## src/rtl/port_rst_ctrl_pkg.sv

```systemverilog
// Shared state encoding and sizing helpers for the AFU port soft-reset sequencer.
package port_rst_ctrl_pkg;

  typedef enum logic [2:0] {
    ST_IDLE    = 3'd0,
    ST_DRAIN   = 3'd1,
    ST_ASSERT  = 3'd2,
    ST_HOLD    = 3'd3,
    ST_RELEASE = 3'd4
  } t_rst_state;

  localparam int STATS_W = 16;

  // Bits needed for a down-counter that is loaded with (cycles - 1).
  function automatic int timer_width(input int cycles);
    return (cycles <= 2) ? 1 : $clog2(cycles);
  endfunction

endpackage

```

## src/rtl/port_rst_outstanding_cnt.sv

```systemverilog
// Saturating up/down count of outstanding non-posted AFU requests, with synchronous clear.
module port_rst_outstanding_cnt #(
  parameter int CNT_W = 10
) (
  input  logic             clk,
  input  logic             rst,
  input  logic             clr,
  input  logic             inc,
  input  logic             dec,
  output logic [CNT_W-1:0] cnt
);

  // Simultaneous issue and completion cancel; a completion at zero is dropped.
  always_ff @(posedge clk or posedge rst) begin
    if (rst) begin
      cnt <= '0;
    end else if (clr) begin
      cnt <= '0;
    end else if (inc && !dec && (cnt != '1)) begin
      cnt <= cnt + CNT_W'(1);
    end else if (dec && !inc && (cnt != '0)) begin
      cnt <= cnt - CNT_W'(1);
    end
  end

endmodule

```

## src/rtl/port_reset_ctrl.sv

```systemverilog
// AFU port soft-reset sequencer: block, drain (with timeout), hold in reset, ack, release.
// Optional statistics counters are built when PORT_RST_CTRL_STATS_EN is defined.
//
// state   | meaning
// IDLE    | port running, requests allowed
// DRAIN   | new requests blocked, waiting for outstanding completions or timeout
// ASSERT  | AFU held in reset for MIN_RST_CYCLES, outstanding count forced to 0
// HOLD    | AFU in reset, ack to software, waiting for request to clear
// RELEASE | AFU out of reset, requests still blocked for one cycle
module port_reset_ctrl
  import port_rst_ctrl_pkg::*;
#(
  parameter int CNT_W          = 10,
  parameter int MIN_RST_CYCLES = 16,
  parameter int DRAIN_TIMEOUT  = 4096
) (
  input  logic               clk,
  input  logic               rst,
  input  logic               port_rst_req,
  input  logic               err_clear,
  input  logic               tx_req_issue,
  input  logic               rx_cpl_done,
  output logic               afu_tx_block,
  output logic               afu_rst,
  output logic               port_rst_ack,
  output logic               drain_timeout_err,
  output logic [CNT_W-1:0]   outstanding_cnt,
  output logic [STATS_W-1:0] rst_seq_count,
  output logic [STATS_W-1:0] timeout_count
);

  localparam int TMR_W = (timer_width(DRAIN_TIMEOUT) > timer_width(MIN_RST_CYCLES)) ?
                         timer_width(DRAIN_TIMEOUT) : timer_width(MIN_RST_CYCLES);

  t_rst_state       state, next_state;
  logic [TMR_W-1:0] tmr;
  logic             timeout_evt;
  logic             assert_entry;
  logic             blk_d, arst_d, ack_d;

  assign assert_entry = (next_state == ST_ASSERT) && (state != ST_ASSERT);

  // Outputs are decoded from next_state so they change on the same edge as the state.
  always_ff @(posedge clk or posedge rst) begin
    if (rst) begin
      state        <= ST_HOLD;
      afu_tx_block <= 1'b1;
      afu_rst      <= 1'b1;
      port_rst_ack <= 1'b1;
    end else begin
      state        <= next_state;
      afu_tx_block <= blk_d;
      afu_rst      <= arst_d;
      port_rst_ack <= ack_d;
    end
  end

  always_comb begin
    next_state  = state;
    timeout_evt = 1'b0;
    case (state)
      ST_IDLE:    if (port_rst_req) next_state = ST_DRAIN;
      ST_DRAIN: begin
        if (outstanding_cnt == '0) begin
          next_state = ST_ASSERT;
        end else if (tmr == '0) begin
          next_state  = ST_ASSERT;
          timeout_evt = 1'b1;
        end
      end
      ST_ASSERT:  if (tmr == '0) next_state = ST_HOLD;
      ST_HOLD:    if (!port_rst_req) next_state = ST_RELEASE;
      ST_RELEASE: next_state = ST_IDLE;
      default:    next_state = ST_HOLD;
    endcase
  end

  always_comb begin
    blk_d  = 1'b1;
    arst_d = 1'b0;
    ack_d  = 1'b0;
    case (next_state)
      ST_IDLE:   blk_d = 1'b0;
      ST_ASSERT: arst_d = 1'b1;
      ST_HOLD: begin
        arst_d = 1'b1;
        ack_d  = 1'b1;
      end
      default: ;
    endcase
  end

  // One shared down-counter: drain budget in DRAIN, minimum reset width in ASSERT.
  always_ff @(posedge clk or posedge rst) begin
    if (rst) begin
      tmr <= '0;
    end else if ((next_state == ST_DRAIN) && (state != ST_DRAIN)) begin
      tmr <= TMR_W'(DRAIN_TIMEOUT - 1);
    end else if (assert_entry) begin
      tmr <= TMR_W'(MIN_RST_CYCLES - 1);
    end else if (tmr != '0) begin
      tmr <= tmr - TMR_W'(1);
    end
  end

  always_ff @(posedge clk or posedge rst) begin
    if (rst) begin
      drain_timeout_err <= 1'b0;
    end else if (timeout_evt) begin
      drain_timeout_err <= 1'b1;
    end else if (err_clear) begin
      drain_timeout_err <= 1'b0;
    end
  end

  port_rst_outstanding_cnt #(
    .CNT_W (CNT_W)
  ) u_outstanding_cnt (
    .clk (clk),
    .rst (rst),
    .clr (next_state == ST_ASSERT),
    .inc (tx_req_issue),
    .dec (rx_cpl_done),
    .cnt (outstanding_cnt)
  );

`ifdef PORT_RST_CTRL_STATS_EN
  always_ff @(posedge clk or posedge rst) begin
    if (rst) begin
      rst_seq_count <= '0;
    end else if (assert_entry && (rst_seq_count != '1)) begin
      rst_seq_count <= rst_seq_count + STATS_W'(1);
    end
  end

  always_ff @(posedge clk or posedge rst) begin
    if (rst) begin
      timeout_count <= '0;
    end else if (timeout_evt && (timeout_count != '1)) begin
      timeout_count <= timeout_count + STATS_W'(1);
    end
  end
`else
  assign rst_seq_count = '0;
  assign timeout_count = '0;
`endif

endmodule

```

## config.mk

```make
export PLATFORM = sky130hd
export DESIGN_NAME = port_reset_ctrl
export DESIGN_NICKNAME = d
export VERILOG_FILES = /design/src/rtl/port_rst_ctrl_pkg.sv /design/src/rtl/port_rst_outstanding_cnt.sv /design/src/rtl/port_reset_ctrl.sv
export SDC_FILE = /design/constraint.sdc
export NUM_CORES = 1
export LEC_CHECK = 0
export BUFFER_PORTS_ARGS = -buffer_cell sky130_fd_sc_hd__buf_2
export CAP_MARGIN = 20
export CORE_ASPECT_RATIO = 0.8
export CORE_MARGIN = 8
export CORE_UTILIZATION = 25
export DETAILED_ROUTE_END_ITERATION = 10
export PLACE_DENSITY_LB_ADDON = 0.08
export SETUP_SLACK_MARGIN = 0.05
export SYNTH_ARGS = -nofsm -noshare
export SYNTH_HDL_FRONTEND = slang
export SYNTH_HIERARCHICAL = 1
export SYNTH_SLANG_ARGS = --single-unit
```

## constraint.sdc

```tcl
create_clock -name clk -period 3.3 [get_ports clk]
set_clock_uncertainty 0.2 [all_clocks]
set_input_delay 0.66 -clock clk [delete_from_list [all_inputs] [get_ports clk]]
set_output_delay 0.66 -clock clk [all_outputs]
set_load 0.05 [all_outputs]
```

# Word level (Yosys, flattened, before mapping)

Index checks and enable logic that the tools add are counted.

Reductions and logical operators: 18
Add/subtract/negate cells: 3
Muxes and demuxes: 20
Equal/unequal tests: 10

Operator list:

| operator                                                              | count |
|---|---|
| 12-bit 2-to-1 mux                                                     | 3 |
| 10-bit 2-to-1 mux                                                     | 3 |
| 3-bit 2-to-1 mux                                                      | 5 |
| 3-bit one-hot mux with 5 select lines                                 | 1 |
| 3-bit by 2-bit == test with 1-bit output (second input constant)      | 4 |
| 12-bit zero test                                                      | 1 |
| 12-bit nonzero test                                                   | 1 |
| 12-bit by 1-bit subtractor with 12-bit output (second input constant) | 1 |
| 10-bit by 1-bit adder with 10-bit output (second input constant)      | 1 |
| 10-bit zero test                                                      | 1 |
| 10-bit != test (second input constant)                                | 1 |
| 10-bit nonzero test                                                   | 1 |
| 10-bit by 1-bit subtractor with 10-bit output (second input constant) | 1 |
| 1-bit 2-to-1 mux                                                      | 8 |
| 3-bit by 1-bit == test with 1-bit output (second input constant)      | 2 |
| 1-bit logical AND                                                     | 6 |
| 3-bit zero test                                                       | 2 |
| 3-bit nonzero test                                                    | 2 |
| 3-bit == test (second input constant)                                 | 1 |
| 3-bit by 1-bit != test with 1-bit output (second input constant)      | 1 |
| 3-bit by 2-bit != test with 1-bit output (second input constant)      | 1 |
| 1-bit zero test                                                       | 2 |
| 2-bit nonzero test                                                    | 1 |
| 2-bit OR reduction                                                    | 1 |

Register bits after elaboration: 29
Input bits: 6
Output and inout port bits: 46

# Logic depth before layout (Yosys ltp)

Gate-level depths: netlist of run 1.

Depth after elaboration: 8
Gate-level depth with buffers: 13

# Hierarchy

Netlist of run 1, hierarchy kept.

By module, submodules not included:

| module                   | times used | seq. area each (µm²) | area each (µm²) | cells each |
|---|---|---|---|---|
| port_reset_ctrl          | 1          | 481.7                | 1290.0          | 136 |
| port_rst_outstanding_cnt | 1          | 250.2                | 872.1           | 90 |

# Worst setup path after synthesis of run 1

No wires, ideal clock.

Kind: flip-flop to flip-flop
Start point: reg u_outstanding_cnt.cnt[0]
End point: reg u_outstanding_cnt.cnt[9]
Period minus slack after synthesis: 3329 ps
Cell stages (with the launch flop): 9
Setup time: 86 ps
Data required time: 3014 ps
Path slack: -29 ps
Data arrival time: 3044 ps
Buffers on the path: 0
Cell sequence: dfrtp_1 > nand4_1 > o311ai_4 > ha_1 > a21o_1 > a31o_2 > a21oi_1 > mux2_2 > o221ai_2

Word-level cells in the longest chain between the ends: 5
Elaborated cells on any way between the ends: 14
Classes of those cells: add/sub (2); eq/ne (2); mux (5); reduce/logical (5)

Ends and longest elaborated chain:

| what                                                                                                  | RTL line                       | RTL |
|---|---|---|
| from (decl)                                                                                           | port_rst_outstanding_cnt.sv:10 | `output logic [CNT_W-1:0] cnt` |
| from (signal assigned)                                                                                | port_rst_outstanding_cnt.sv:20 | `cnt <= cnt + CNT_W'(1);` |
| from (signal assigned)                                                                                | port_rst_outstanding_cnt.sv:22 | `cnt <= cnt - CNT_W'(1);` |
| parallel branches: the longest is 5 deep, another holds 10-bit by 1-bit subtractor with 10-bit output | -                              |  |

Parallel ways; which one is timed is not known. The select of a mux whose other input is x is not followed.
A chain may end at the register's enable or synchronous reset.

# Final worst setup path of run 1

Start point: reg u_outstanding_cnt.cnt[9]
End point: reg u_outstanding_cnt.cnt[9]

The elaborated chain is that of the path after synthesis.

==> flow_summary_export.csv, run 1 <==
group,metric,value,unit
synthesis,synth_seq_cells,29,
global_routing,grt_max_degree,20,
power,power.density,317,nW/µm²
final_layout,final_cell_area,2440,µm²
final_layout,area_growth,12.9,%
global_routing,grt_use_total,9.11,%
place,dp_cells,366,
place,finalWeightedCongestion,0.763,
timing,setup_tns,0,ps
floorplanning,die_w,120,µm
synthesis,synthArstFlopShare,100,%
place,dp.final_hpwl,4190,µm
cts,cts_root_buf,"clkbuf_8",
cts,clk_pin_slew,60,ps
final_layout,final_common_cell,"conb_1",
timing,fmax,0.325,GHz
critical_path,path_max_fanout,9,
global_routing,grt_pass1_wl,8560,µm
route,remaining_drc_errors,0,
worst_hold_path,holdCritPathClass,"in -> async",
timing,grt_setup_unrepaired,"false",
cts,clock_latency,280,ps
global_routing,overflow,0,
cts,postCtsSetupBuffers,0,
timing,finalHoldViolCount,0,
route,viasPerCell,4.36,
run,maxCapViolCount,0,
synthesis,yosysUniqueCellTypes,59,
synthesis,syn_area,2160,µm²
synthesis,synth_flop_cell,"dfrtp_1",
route,firstDrtPassIters,4,
route,wire_per_inst,14.1,µm
final_layout,drive_gt1_share,25.2,%
floorplanning,rows,30,
timing,max-slew-margin-rel,50.2,%
cts,h-tree-depth,2,
synthesis,yosysWarnings,6,
final_layout,utilization,28.9,%
final_layout,final_net_count,277,
route,drt-initial-drc-count,74,
cts,cts.sinks,29,
floorplanning,io_pins,52,
floorplanning,dieHeight,99.2,µm
cts,cts_hold_buf,0,
synthesis,synth_edf_count,0,
timing,min_period,3080,ps
final_layout,layout_common_cells,"conb_1 (32), dfrtp_1 (21), nand2_1 (20)",
power,p_leak,1.15,nW
timing,period_share,93.3,%
final_layout,n_antenna_cell,0,
timing,slew_viol_final,0,
route,ant_nets,0,
cts,cts_tree,"yes",
global_routing,antenna_found_initial,0,
critical_path,crit_path_end_kind,"register",
cts,clock_path_buffers,2,
timing,setup_viol,0,
critical_path,worstPathArrival,3070,ps
place,place_area,2350,µm²
global_routing,grt_pass1_vias,1629,
critical_path,crit_required,3290,ps
final_layout,final_cells,374,
synthesis,ys_seq_area_share,33.9,%
place,io_buffers,19,
cts,cts.repair.resized,0,
run_status,outcome,"finished clean",
route,num_vias,1630,
floorplanning,core_area,8450,µm²
route,wl,5270,µm
floorplanning,dieArea,11900,µm²
timing,worst_slew_pin_slew,746,ps
critical_path,critical_path_class,"reg -> reg",
power,ir_drop,0.000128,V
synthesis,netlist_instances,226,
synthesis,avgSynthCellArea,9.57,µm²
floorplanning,start_util,25.6,%
cts,cts_buffers,5,
critical_path,start_kind,"register",
-- final cells by class --
cell class | count | area [µm²]
Timing Repair Buffer | 34 | 208
Clock buffer | 8 | 90.1
Sequential cell | 29 | 736
Fill cell | 943 | 6000
Tap cell | 112 | 140
Multi-Input combinational cell | 180 | 1220
Inverter | 11 | 43.8
-- layer usage --
metal	vias up	share of wire [%]	global-route usage (%)
met5	-	0	0
met2	37	39	12.1
met1	763	57	13.8
li1	825	-	-
met4	0	1.1	2.87
met3	5	3.4	2.10
-- kinds of logic (layout without fill, tap and decap cells) --
| group | after synthesis | in the layout | synth area share (%) |
|---|---|---|---|
| simple gates | 69 | 69 | 19.6 |
| compound gates | 52 | 52 | 18.2 |
| buf+inv | 48 | 53 | 14.9 |
| flops | 29 | 29 | 33.9 |
| xor+xnor | 14 | 14 | 5.67 |
| fa+ha+maj | 10 | 10 | 6.13 |
| mux | 3 | 3 | 1.45 |
| other cells | 1 | 32 | 0.173 |
-- flip-flops by register name, summed over array words and instances, names as in the netlist --
name	cells
afu_rst	1
port_rst_ack	1
tmr	12
state	3
afu_tx_block	1
drain_timeout_err	1
u_outstanding_cnt/cnt	10
-- power breakdown --
| part | switching (mW) | total [mW] | leakage, nW | internal (mW) |
|---|---|---|---|---|
| Sequential | 0.0000000000000000255 | 0.356 | 0.337 | 0.356 |
| Clock | 0.132 | 0.302 | 0.0455 | 0.170 |
| Combinational | 0.104 | 0.116 | 0.770 | 0.0120 |
| Total | 0.235 | 0.773 | 1.15 | 0.538 |
-- synth_stat cells (2+ instances only) --
cell type  count  area, µm²
nor2b_1        2       12.5
a31oi_1        3       18.8
o31ai_1        6       45.0
nand2_1       20       75.1
nor3_1         4       20.0
a21o_1         4       30.0
o32a_1         2       20.0
clkbuf_1       2       7.51
dfrtp_1       24        601
a211oi_1       2       15.0
nand4_1        3       18.8
nor4_4         2       42.5
nor4_1         4       25.0
ha_1           9        113
buf_4         32        240
nor4_2         2       25.0
nand3_1        7       35.0
xnor2_1        9       78.8
o21ai_1        2       10.0
o21ai_2        2       17.5
o21ai_0        8       40.0
nor2_1        11       41.3
a21oi_1        8       40.0
inv_1         10       37.5
xor2_1         5       43.8
nand2b_1       3       18.8
mux2i_1        2       20.0
dfstp_2        5        131
or3_1          3       18.8
-- stage by stage --
step / hold slack, ps / total power [mW] / worst slack [ps]
final: 195 / 0.773 / 222
after global routing: 215 / 0.815 / 55.9
after CTS: 195 / 0.793 / 229
after detailed placement: 324 / 0.477 / 246
after global placement: 330 / 0.478 / 228
after floorplan: 295 / 0.495 / 53.7
-- critical path, cell delays in order, from the launching register on --
cell and delay [ps]:
dfrtp_1 400, nand4_1 190, o311ai_4 550, ha_1 330, a21o_2 210, nand4_1 90, nand3_1 200, a21oi_1 300
mux2_2 380, o221ai_2 150
-- final timing paths --
kind / from / endpoint / slack (ps) / cells past startpoint
setup / recovery: u_outstanding_cnt/cnt[9] / u_outstanding_cnt/cnt[9] / 220 / 9
hold / removal: rst / u_outstanding_cnt/cnt[7] / 190 / 2
setup reg to reg: u_outstanding_cnt/cnt[9] / u_outstanding_cnt/cnt[9] / 220 / 9
hold reg to reg: state[1] / port_rst_ack / 340 / 1
max in group asynchronous: rst / tmr[11] / 2100 / 2
min in group clk: state[1] / port_rst_ack / 340 / 1
Power figures use the tool's default switching activity.
==> run 2, diff against run 1 <==
SYNTH_HIERARCHICAL = default   (was 1)
clock period = 3.5 ns   (was 3.3 ns; I/O delays follow)
==> flow_summary_export.csv, run 2 <==
group,metric,value,unit
cts,cts_tree,"yes",
timing,setup_viol,0,
place,dp.final_hpwl,3930,µm
floorplanning,dieHeight,96.9,µm
timing,min_period,3160,ps
cts,cts.repair.resized,0,
route,remaining_drc_errors,0,
critical_path,rr_worst_depth,8,
synthesis,yosysMostFrequentCell,"buf_4",
cts,clock_latency,270,ps
synthesis,yosysTopAreaCellShare,29.3,%
final_layout,largest_register,"tmr",
route,num_vias,1525,
final_layout,final_net_count,266,
place,place_area,2220,µm²
global_routing,antenna_found_initial,0,
critical_path,start_kind,"register",
final_layout,drive_gt1_share,18.7,%
synthesis,yosysUniqueCellTypes,50,
run_status,outcome,"finished clean",
timing,grt_setup_unrepaired,"false",
synthesis,ys_seq_area_share,35.8,%
timing,period_share,90.3,%
final_layout,final_cell_area,2310,µm²
cts,postCtsSetupBuffers,0,
synthesis,synth_commonest_cells,"buf_4 (33), dfrtp_1 (24), nor2_1 (19)",
cts,cts_root_buf,"clkbuf_8",
floorplanning,io_pins,52,
power,power.switching,1.09,mW
power,pwr-share-comb,58.7,%
global_routing,overflow,0,
worst_hold_path,holdCritPathClass,"in -> async",
synthesis,synth_area_leaders,"dfrtp_1 (29%), buf_4 (12%), dfstp_2 (6.4%)",
synthesis,synth_top_area_cell,"dfrtp_1",
timing,setup_tns,0,ps
critical_path,crit_start,"u_outstanding_cnt.cnt[2]",
power,ir_drop,0.000399,V
critical_path,crit_path_end_kind,"register",
synthesis,netlist_instances,218,
cts,h-tree-depth,2,
final_layout,regArea,732,µm²
global_routing,grt_pass1_vias,1619,
critical_path,worstPathArrival,3150,ps
final_layout,final_common_cell,"conb_1",
final_layout,layout_common_cells,"conb_1 (32), dfrtp_1 (24), nor2_1 (19), buf_2 (19), nand2_1 (14)",
synthesis,synth_edf_count,0,
power,swShare,49.5,%
synthesis,yosysWarnings,0,
global_routing,grt_max_degree,30,
cts,cts_hold_buf,0,
power,seqPwrFrac,28.3,%
power,power_frac_clock,12.9,%
floorplanning,die_w,117,µm
place,io_buffers,19,
final_layout,reg.largest.list,"tmr x12, u_outstanding_cnt.cnt x10, state x3",
synthesis,syn_area,2050,µm²
final_layout,largest_reg_flops,12,
critical_path,crit_required,3490,ps
place,finalWeightedCongestion,0.747,
route,firstDrtPassIters,4,
global_routing,grt_use_total,9.49,%
floorplanning,start_util,25.8,%
final_layout,n_antenna_cell,0,
route,ant_nets,0,
global_routing,grt_pass1_wl,8470,µm
timing,finalHoldViolCount,0,
run,maxCapViolCount,0,
timing,fmax,0.316,GHz
cts,cts.sinks,29,
power,p_leak,1.01,nW
timing,slew_viol_final,0,
cts,cts_buffers,5,
timing,max-slew-margin-rel,61.0,%
critical_path,critical_path_class,"reg -> reg",
timing,worst_slew_pin_slew,581,ps
synthesis,synth_flop_cell,"dfrtp_1",
route,wire_per_inst,13.9,µm
floorplanning,dieArea,11400,µm²
synthesis,synthArstFlopShare,100,%
floorplanning,core_area,7950,µm²
final_layout,multi_input_area,1170,µm²
cts,clock_path_buffers,2,
floorplanning,rows,29,
route,drt-initial-drc-count,56,
power,power.density,951,nW/µm²
route,wl,5000,µm
power,intPower,1.11,mW
final_layout,fill_cells,896,
synthesis,synth_seq_cells,29,
critical_path,rr_startpoint,"u_outstanding_cnt.cnt[2]",
cts,clk_pin_slew,60,ps
synthesis,avgSynthCellArea,9.39,µm²
route,viasPerCell,4.25,
final_layout,area_growth,12.7,%
critical_path,path_max_fanout,7,
-- run 2: cell count changes in the layout (fill, tap and decap cells not counted), sizes merged, moves of 6 or more --
cell	change
buf	-6
mux2i	+6
nor2	+7
inv	-6
-- run 2: cell type report --
class	count	share of cell area [%]
multi-input combinational	181	50.7
sequential	29	31.7
timing repair buffer	28	7.05
tap	108	5.86
clock buffer	8	3.90
inverter	5	0.813
-- run 2: per-layer routing --
| layer | GRT usage [%] | vias up | part of all wire [%] |
|---|---|---|---|
| met2 | 13.4 | 33 | 42 |
| met1 | 13.4 | 711 | 53 |
| met5 | 0 | - | 0 |
| met3 | 2.67 | 2 | 4.4 |
| met4 | 2.95 | 0 | 0.80 |
| li1 | - | 779 | - |
-- run 2: logic make-up (layout without fill, tap and decap cells) --
group	count (synthesis)	count (layout)	synth area share (%)
AND/OR/NAND/NOR	67	67	18.1
AO/OA/AOI/OAI	46	46	14.5
buffers and inverters	39	41	13.2
flip-flops	29	29	35.8
XOR/XNOR	17	17	7.27
adder cells (fa/ha/maj)	10	10	6.48
multiplexers	9	9	4.46
other	1	32	0.183
-- run 2: final timing paths --
path	slack, ps	endpoint
setup / recovery	340	u_outstanding_cnt.cnt[9]
hold / removal	290	state[2]
setup reg to reg	340	u_outstanding_cnt.cnt[9]
hold reg to reg	310	drain_timeout_err
max in group asynchronous	2500	state[1]
min in group clk	310	drain_timeout_err
-- run 2: critical path: stages, from the launching register on --
cell and delay [ps]:
dfrtp_1 420, nand4_1 200, o311ai_2 450, ha_1 410, a2111oi_0 410, o21ai_0 230
a41oi_1 290, mux2i_1 270, mux2i_1 200
-- run 2: power by group through the flow --
stage                     Sequential, mW  Clock (mW)  Combinational [mW]
after CTS                          0.621       0.299                1.30
after detailed placement           0.624           0                1.29
final                              0.621       0.284                1.29
after global routing               0.641       0.314                1.42
after floorplan                    0.842           0               0.765
after global placement             0.632           0                1.31
-- run 2: through the flow --
step / power [mW] / util, % / worst slack (ps) / cells / hold slack, ps
floorplan: 1.61 / - / 87.9 / 249 / 310
global placement: 1.95 / 27.9 / 338 / 351 / 302
detailed placement: 1.92 / 27.9 / 337 / 351 / 303
CTS: 2.22 / 29.0 / 314 / 359 / 298
global route: 2.37 / 29.0 / 79.8 / 359 / 340
finish: 2.19 / 29.0 / 340 / 359 / 289
